## config.mk

```make
export PLATFORM = sky130hd
export DESIGN_NAME = message_mode_tx
export DESIGN_NICKNAME = d
export VERILOG_FILES = /design/src/rtl/message_mode_tx.sv
export SDC_FILE = /design/constraint.sdc
export NUM_CORES = 1
export LEC_CHECK = 0
export CAP_MARGIN = 20
export CORE_MARGIN = 4
export CORE_UTILIZATION = 62
export CTS_CLUSTER_SIZE = 14
export DETAILED_ROUTE_END_ITERATION = 8
export DONT_BUFFER_PORTS = 1
export GPL_ROUTABILITY_DRIVEN = 0
export PLACE_DENSITY = 0.78
export SLEW_MARGIN = 20
export SYNTH_ARGS = -nofsm -noshare
export SYNTH_HDL_FRONTEND = slang
export SYNTH_SLANG_ARGS = --single-unit
```

## constraint.sdc

```tcl
create_clock -name clk -period 2.8 [get_ports clk]
set_input_delay 0.14 -clock clk [delete_from_list [all_inputs] [get_ports clk]]
set_output_delay 0.14 -clock clk [all_outputs]
set_load 0.01 [all_outputs]
```

## src/rtl/message_mode_tx.sv

```systemverilog
// Repeating UART 8N1 transmitter for a fixed "HELLO\r\n" message.
// Ports: clk, rst (async, active-low), SW, txd, word, counter, transmit_ready.
module message_mode_tx #(
  parameter int CLKS_PER_BIT = 868,
  parameter int MSG_LEN      = 7
) (
  input  logic       clk,
  input  logic       rst,
  input  logic       SW,
  output logic       txd,
  output logic [7:0] word,
  output logic [9:0] counter,
  output logic       transmit_ready
);

  typedef enum logic [1:0] {
    IDLE,
    START,
    DATA,
    STOP
  } state_t;

  localparam logic [9:0] CMAX = 10'(CLKS_PER_BIT - 1);
  localparam logic [2:0] LAST = 3'(MSG_LEN - 1);

  state_t     state, state_d;
  logic [9:0] counter_d;
  logic [2:0] bit_idx, bit_idx_d;
  logic [2:0] char_idx, char_idx_d;
  logic [7:0] word_d;
  logic       txd_d;
  logic       ready_d;
  logic       bit_end;

  function automatic logic [7:0] rom(input logic [2:0] i);
    logic [7:0] c;
    case (i)
      3'd0:    c = 8'h48;
      3'd1:    c = 8'h45;
      3'd2:    c = 8'h4C;
      3'd3:    c = 8'h4C;
      3'd4:    c = 8'h4F;
      3'd5:    c = 8'h0D;
      3'd6:    c = 8'h0A;
      default: c = 8'h00;
    endcase
    return c;
  endfunction

  always_comb begin
    state_d    = state;
    counter_d  = counter;
    bit_idx_d  = bit_idx;
    char_idx_d = char_idx;
    word_d     = word;
    bit_end    = (counter == CMAX);

    case (state)
      IDLE: begin
        counter_d  = '0;
        char_idx_d = '0;
        bit_idx_d  = '0;
        if (SW) begin
          state_d = START;
          word_d  = rom(3'd0);
        end
      end
      START: begin
        counter_d = bit_end ? 10'd0 : counter + 10'd1;
        if (bit_end) begin
          state_d   = DATA;
          bit_idx_d = '0;
        end
      end
      DATA: begin
        counter_d = bit_end ? 10'd0 : counter + 10'd1;
        if (bit_end) begin
          if (bit_idx == 3'd7) begin
            state_d = STOP;
          end else begin
            bit_idx_d = bit_idx + 3'd1;
          end
        end
      end
      STOP: begin
        counter_d = bit_end ? 10'd0 : counter + 10'd1;
        if (bit_end) begin
          if (char_idx == LAST) begin
            state_d = IDLE;
          end else begin
            char_idx_d = char_idx + 3'd1;
            word_d     = rom(char_idx + 3'd1);
            state_d    = START;
          end
        end
      end
      default: state_d = IDLE;
    endcase

    // Output regs follow the next state so txd lines up with the state.
    txd_d = 1'b1;
    unique case (1'b1)
      state_d == START: txd_d = 1'b0;
      state_d == DATA:  txd_d = word_d[bit_idx_d];
      default:          txd_d = 1'b1;
    endcase
    ready_d = (state_d == IDLE);
  end

  always_ff @(posedge clk or negedge rst) begin
    if (!rst) begin
      state          <= IDLE;
      counter        <= '0;
      bit_idx        <= '0;
      char_idx       <= '0;
      word           <= 8'h00;
      txd            <= 1'b1;
      transmit_ready <= 1'b1;
    end else begin
      state          <= state_d;
      counter        <= counter_d;
      bit_idx        <= bit_idx_d;
      char_idx       <= char_idx_d;
      word           <= word_d;
      txd            <= txd_d;
      transmit_ready <= ready_d;
    end
  end

endmodule

```

==> results of run 1 <==
repair_timing:
| item | 4_1_cts | 5_1_grt |
|---|---|---|
| gates resized for setup | 0 | 3 |
| setup endpoints to repair | 0 | 1 |
| hold buffers | 2 | 0 |
| endpoints found under the hold margin | 28 | 0 |
| setup buffers | 0 | 3 |
worst max path at each step:
stage          cells past startpoint                 start       endpoint  slack, ps
2_1_floorplan                      9    state[0]$_DFF_PN0_  txd$_DFF_PN1_        260
3_3_place_gp                       9  counter[0]$_DFF_PN0_  txd$_DFF_PN1_        190
3_5_place_dp                       9  counter[0]$_DFF_PN0_  txd$_DFF_PN1_         80
4_1_cts                            9  counter[0]$_DFF_PN0_  txd$_DFF_PN1_         60
5_1_grt                            9    state[0]$_DFF_PN0_  txd$_DFF_PN1_        -20
6_report                           9  counter[0]$_DFF_PN0_  txd$_DFF_PN1_        120
layout by cell type, fill, tap and decap left out, types with 2 or more instances in the layout:
master	n
a21o_1	6
dfrtp_2	2
clkbuf_4	3
nand3_1	5
dfrtp_1	24
buf_4	8
o31ai_1	4
nand2_1	11
o21ai_0	6
and2_1	5
nor3_1	3
nand4_1	3
nor2_1	15
dfstp_2	2
a21oi_1	7
xor2_1	4
a31oi_1	3
ha_1	13
a211oi_1	4
inv_1	11
and3_1	2
mux2i_1	3
nand2b_1	2
nor2b_1	3
xnor2_1	3
worst max-delay path, delay by kind of cell (launching register included):
| family | cells | cell delay, ps |
|---|---|---|
| AOI/OAI and AO/OA | 5 | 1280 |
| buffers and inverters | 1 | 110 |
| and+or+nand+nor | 2 | 550 |
| DFF | 1 | 450 |
| adders and majority gates | 1 | 220 |
layout make-up:
class                   count  area (um2)
inverters                  12        45.0
flip-flops and latches     28         706
repair buffers             10        90.1
multi-input cells         130         948
well taps                  30        37.5
clock buffers               4        36.3
fillers                   181         682
power by group:
part | switching [mW] | internal, mW
Clock | 0.120 | 0.0797
Combinational | 0.00869 | 0.00413
Sequential | 0 | 0.405
logic make-up (layout without fill, tap and decap cells):
family	count (synthesis)	after routing	share of synthesized area [%]
and+or+nand+nor	57	57	17.7
AOI/OAI and AO/OA	49	49	22.1
DFF	28	28	41.2
buffers and inverters	16	26	3.52
adders and majority gates	13	13	9.53
xor gates and xnor gates	7	7	3.59
muxes	4	4	2.42
layer usage:
layer	track usage, %	part of all wire (%)	routed length [um]
met5	0	0	0
met4	8.98	1.4	53
met3	4.47	7.6	279
met2	37.3	49	1800
met1	28.7	42	1550
per-stage QoR:
stage / hold slack, ps / instance area (um2) / util, % / cells / worst slack, ps
6_report: 68.2 / 1860 / 73.2 / 214 / 119
5_1_grt: 65.4 / 1860 / 73.2 / 214 / -15.2
4_1_cts: 55.3 / 1830 / 72.0 / 211 / 60.1
3_5_place_dp: -155 / 1770 / 69.4 / 205 / 81.3
3_3_place_gp: -155 / 1770 / 69.4 / 205 / 188
2_1_floorplan: -156 / 1710 / - / 174 / 261
flip-flops by register name (all words and copies together) (netlist names):
name,count
counter,10
char_idx,3
txd,1
transmit_ready,1
bit_idx,3
state,2
word,8
cell usage after synthesis, drive strengths merged, types with 2 or more instances:
library cell	count
a211oi	5
a21o	6
a21oi	7
a31oi	3
and2	5
and3	2
clkbuf	4
dfrtp	26
dfstp	2
ha	13
inv	12
mux2i	3
nand2	11
nand2b	2
nand3	5
nand4	3
nor2	15
nor2b	3
nor3	3
o211ai	2
o21ai	6
o31ai	4
xnor2	3
xor2	4
==> metrics.md, run 1 <==
| Metric | Value |
|---|---|
| Worst hold stages | `2` |
| Setup Total Neg Slack | `0 ps` |
| Critical Path RT | `3070 ps` |
| Largest net degree at the start of global routing | `29` |
| First-pass GRT wire length | `6080 um` |
| Slew HR | `69.2%` |
| HPWL Detailed | `2660 um` |
| Tightest Pin Transition | `459 ps` |
| Final Cycle Share | `95.7%` |
| Cell taking the most area after synthesis | `dfrtp_1` |
| Starting DRT DRC Count | `97` |
| Die Span X | `60.5 um` |
| Crit path DAT | `2950 ps` |
| CTS Sinks | `28` |
| FF-to-FF setup slack | `120 ps` |
| Finish-stage setup viols | `0` |
| Top FF cell, synth | `dfrtp_1` |
| Slowest cell on crit path | `or4b_1` |
| FMAX | `373 MHz` |
| FF-to-FF End | `txd$_DFF_PN1_` |
| Global route overflow | `0` |
| Critical path class | `reg -> reg` |
| Total of max-cap violations | `0` |
| Routed vias | `1,377` |
| Detailed Routing Iterations Pass 1 | `4` |
| Critical path cell sequence | `ha_1 > or4b_1 > o31a_1 > a221oi_4 > inv_2 > a211oi_2 > nor3_1 > o31ai_1 > a31oi_1` |
| Sequential area share after synthesis | `41.2%` |
| Die area | `3660 um2` |
| Core area | `2540 um2` |
| Depth of the worst register-to-register path | `9` |
| CTS Buf Count | `3` |
| Maximum vdd drop | `316 uV` |
| Max incr delay on CP | `480 ps` |
| Syn_nets | `190` |
| Cell leakage power | `0.869 nW` |
| Final hold vios | `0` |
| CTS clk-pin slew, worst paths | `150 ps` |
| Max-slew violations | `0` |
| DRT Wirelength | `3680 um` |
| # diodes | `0` |
| Via/cell ratio | `6.43` |
| # IOs | `23` |
| Total Power | `0.618 mW` |
| Worst Hold Endpoint | `state[1]$_DFF_PN0_` |
| Remaining DRCs | `0` |
| Final ANT Viol Nets | `0` |
| Seq cells post-synth | `28` |
| HP Class | `in -> reg` |
| Synth area leaders | `dfrtp_1, ha_1, nor2_1` |
| Yosys cell types | `52` |
| Largest fanout on the critical path | `5` |
| Post-Syn Instances | `174` |
| Yosys top cell area share | `38.1%` |
| Final net count | `201` |
| PwrDens | `332 nW/um2` |
| Initial Util | `67.1%` |
| Synth warnings | `0` |
| Share of layout cells above drive strength 1 | `14.1%` |
| Avg Cell Area, Syn | `9.81 um2` |
| RR Startpoint | `counter[0]$_DFF_PN0_` |
| Crit path capture type | `register` |
| Per-cell routed wire length | `17.2 um` |
| Final min period | `2680 ps` |
| Layout area overhead | `9.16%` |
| Number of flops mapped to enable cells by yosys | `0` |
| Asr flop ratio synth | `100%` |
| CTS tree | `yes` |
| Crit start category | `register` |
| Vias in the first global route | `1,340` |
| Buffers added on ports | `0` |
| Status | `complete, no violations` |
| Htree depth | `1` |
| Worst-Skew Late Latency | `330 ps` |
| Row count | `18` |
| Root buffer selected by CTS | `clkbuf_4` |
| Worst hold start | `SW` |
| Max clock buf depth | `2` |
| Die Y | `60.5 um` |
| Clock Skew | `4.64 ps` |
| Initial antenna violation count | `0` |
| GR Util All Layers | `22.4%` |
| Post-Syn Area | `1710 um2` |
No activity file was read; power rests on OpenSTA's default activity.
==> run 2: changes to the inputs <==
Settings changed: CORE_UTILIZATION 62 to 55, PLACE_DENSITY 0.78 to 0.7.
==> run 2 against run 1 <==
  * Global-route usage fell by 2.6 points
  * Core utilization fell by 7.8 points
  * Sequential share of layout area fell by 0.12 points
  * Count of clock-buffer cells in the layout did not move
  * Critical path type unchanged
  * Clock power rose by 2%
  * Die area rose by 11%
==> metrics.md, run 2 (synthesized netlist as in run 1, its figures left out) <==
| Metric | Value |
|---|---|
| Setup Total Neg Slack | `0 ps (unchanged)` |
| RSZ-0062 raised after global routing | `false` |
| Max reg flops | `10 (unchanged)` |
| Post-Place Setup Slack | `140 ps (was 81.3 ps)` |
| Detailed Routing Iterations Pass 1 | `4 (unchanged)` |
| Row count | `19 (was 18)` |
| Slowest cell on crit path | `or4b_1 (unchanged)` |
| Via/cell ratio | `6.37 (was 6.43)` |
| DP Area | `1780 um2 (was 1770 um2)` |
| HPWL Detailed | `2770 um (was 2660 um)` |
| Final Util | `65.4% (was 73.2%)` |
| Total Power | `0.621 mW (was 0.618 mW)` |
| Global route overflow | `0 (unchanged)` |
| Die Span X | `63.7 um (was 60.5 um)` |
| Largest fanout on the critical path | `5 (unchanged)` |
| # IOs | `23 (unchanged)` |
| Non-Filler Instances | `216 (was 214)` |
| Crit path DAT | `2880 ps (was 2950 ps)` |
| Worst setup margin | `196 ps (was 119 ps)` |
| FF-to-FF End | `txd$_DFF_PN1_ (unchanged)` |
| Multi-input gate area in the final layout | `943 um2 (was 948 um2)` |
| Initial antenna violation count | `0 (unchanged)` |
| Critical Path RT | `3070 ps (about the same)` |
| Crit start category | `register (unchanged)` |
| Finish-stage setup viols | `0 (unchanged)` |
| Die Y | `63.7 um (was 60.5 um)` |
| Most frequent cells in the layout | `dfrtp_1, nor2_1, ha_1 (unchanged)` |
| Clock Skew | `1.31 ps (was 4.64 ps)` |
| Top flop regs | `counter: 10 flops, word: 8 flops (unchanged)` |
| Final ANT Viol Nets | `0 (unchanged)` |
| GR Util All Layers | `19.8% (was 22.4%)` |
| Share of layout cells above drive strength 1 | `13.5% (was 14.1%)` |
| Vias in the first global route | `1,331 (was 1,340)` |
| Total of max-cap violations | `0 (unchanged)` |
| Crit path to | `txd$_DFF_PN1_ (unchanged)` |
| Critical path class | `reg -> reg (unchanged)` |
| Reg with most FFs | `counter (unchanged)` |
| Final hold vios | `0 (unchanged)` |
| Final min period | `2600 ps (was 2680 ps)` |
| Htree depth | `1 (unchanged)` |
| Worst hold start | `SW (unchanged)` |
| Cell leakage power | `0.873 nW (was 0.869 nW)` |
| CTS Buf Count | `3 (unchanged)` |
| Tightest Pin Transition | `407 ps (was 459 ps)` |
| # diodes | `0 (unchanged)` |
| Maximum vdd drop | `277 uV (was 316 uV)` |
| PwrDens | `333 nW/um2 (was 332 nW/um2)` |
| CTS tree | `yes (unchanged)` |
| Final net count | `202 (was 201)` |
| Per-cell routed wire length | `17.1 um (was 17.2 um)` |
| Max clock buf depth | `2 (unchanged)` |
| Largest net degree at the start of global routing | `29 (unchanged)` |
| Post-route cell area | `1870 um2 (was 1860 um2)` |
| FMAX | `384 MHz (was 373 MHz)` |
| Root buffer selected by CTS | `clkbuf_4 (unchanged)` |
| Worst-Skew Late Latency | `330 ps (about the same)` |
| DRT Wirelength | `3700 um (was 3680 um)` |
| Starting DRT DRC Count | `53 (was 97)` |
| Critical path cell sequence | `ha_1 > or4b_1 > o31a_1 > a221oi_4 > buf_4 > nand2_1 > o221ai_1 > o31ai_1 > a31oi_1 (was ha_1 > or4b_1 > o31a_1 > a221oi_4 > inv_2 > a211oi_2 > nor3_1 > o31ai_1 > a31oi_1)` |
| Max-slew violations | `0 (unchanged)` |
| Buffers added on ports | `0 (unchanged)` |
| CTS clk-pin slew, worst paths | `150 ps (about the same)` |
| Layout area overhead | `9.31% (was 9.16%)` |
| Slew HR | `72.9% (was 69.2%)` |
| FF-to-FF setup slack | `200 ps (was 120 ps)` |
| Crit path capture type | `register (unchanged)` |
| HP Class | `in -> reg (unchanged)` |
| Final Cycle Share | `93.0% (was 95.7%)` |
| Status | `complete, no violations (unchanged)` |
| Max incr delay on CP | `500 ps (was 480 ps)` |
| Initial Util | `59.8% (was 67.1%)` |
| CTS Sinks | `28 (unchanged)` |
| Commonest non-fill, non-tap cell in the layout | `dfrtp_1 (unchanged)` |
| First-pass GRT wire length | `6360 um (was 6080 um)` |
| Depth of the worst register-to-register path | `9 (unchanged)` |
| Die area | `4060 um2 (was 3660 um2)` |
| Setup crit start | `state[0]$_DFF_PN0_ (was counter[0]$_DFF_PN0_)` |
| Remaining DRCs | `0 (unchanged)` |
| Core area | `2850 um2 (was 2540 um2)` |
| Routed vias | `1,376 (was 1,377)` |
| Register area | `704 um2 (was 706 um2)` |
| RR Startpoint | `state[0]$_DFF_PN0_ (was counter[0]$_DFF_PN0_)` |
| Fill cells | `242 (was 181)` |
| DP Cell Count | `207 (was 205)` |
| Hold slack | `77.6 ps (was 68.2 ps)` |
## run 2: metal layers
| layer | GRT usage [%] | vias up | part of all wire [%] |
|---|---|---|---|
| li1 | - | 664 | - |
| met1 | 25.7 | 675 | 45 |
| met2 | 33.0 | 31 | 49 |
| met3 | 3.91 | 6 | 5.1 |
| met4 | 6.74 | 0 | 1.1 |
| met5 | 0 | - | 0 |
## run 2: layout make-up
class	instances	share of cell area [%]
Inverter	12	2.41
Clock buffer	4	1.95
Timing Repair Buffer	11	5.23
Sequential cell	28	37.8
Multi-Input combinational cell	130	50.6
Tap cell	31	2.08
## run 2: how the worst min path moves through the flow
stage	end	slack, ps	cells after the start
detailed placement	counter[7]$_DFF_PN0_	-150	0
CTS	state[0]$_DFF_PN0_	50	2
global placement	counter[7]$_DFF_PN0_	-150	0
global route	state[1]$_DFF_PN0_	50	2
floorplan	bit_idx[0]$_DFF_PN0_	-160	0
finish	state[1]$_DFF_PN0_	80	2
## run 2: critical path: cells and delay by family, from the launching register on
kind | cells | cell delay (ps)
adders and majority gates | 1 | 230
buffers and inverters | 1 | 170
and+or+nand+nor | 2 | 550
DFF | 1 | 460
AOI/OAI and AO/OA | 5 | 1140
## run 2: power by group
part	total [mW]	switching, mW	internal, mW
logic	0.0127	0.00862	0.00413
registers	0.405	0	0.405
clock network	0.204	0.124	0.0797
## run 2: repair_timing
action | 4_1_cts | 5_1_grt
hold endpoints to repair | 28 | 0
gates resized for setup | 0 | 1
endpoints found under the setup margin | 0 | 1
hold buffers | 2 | 0
setup buffers | 0 | 3
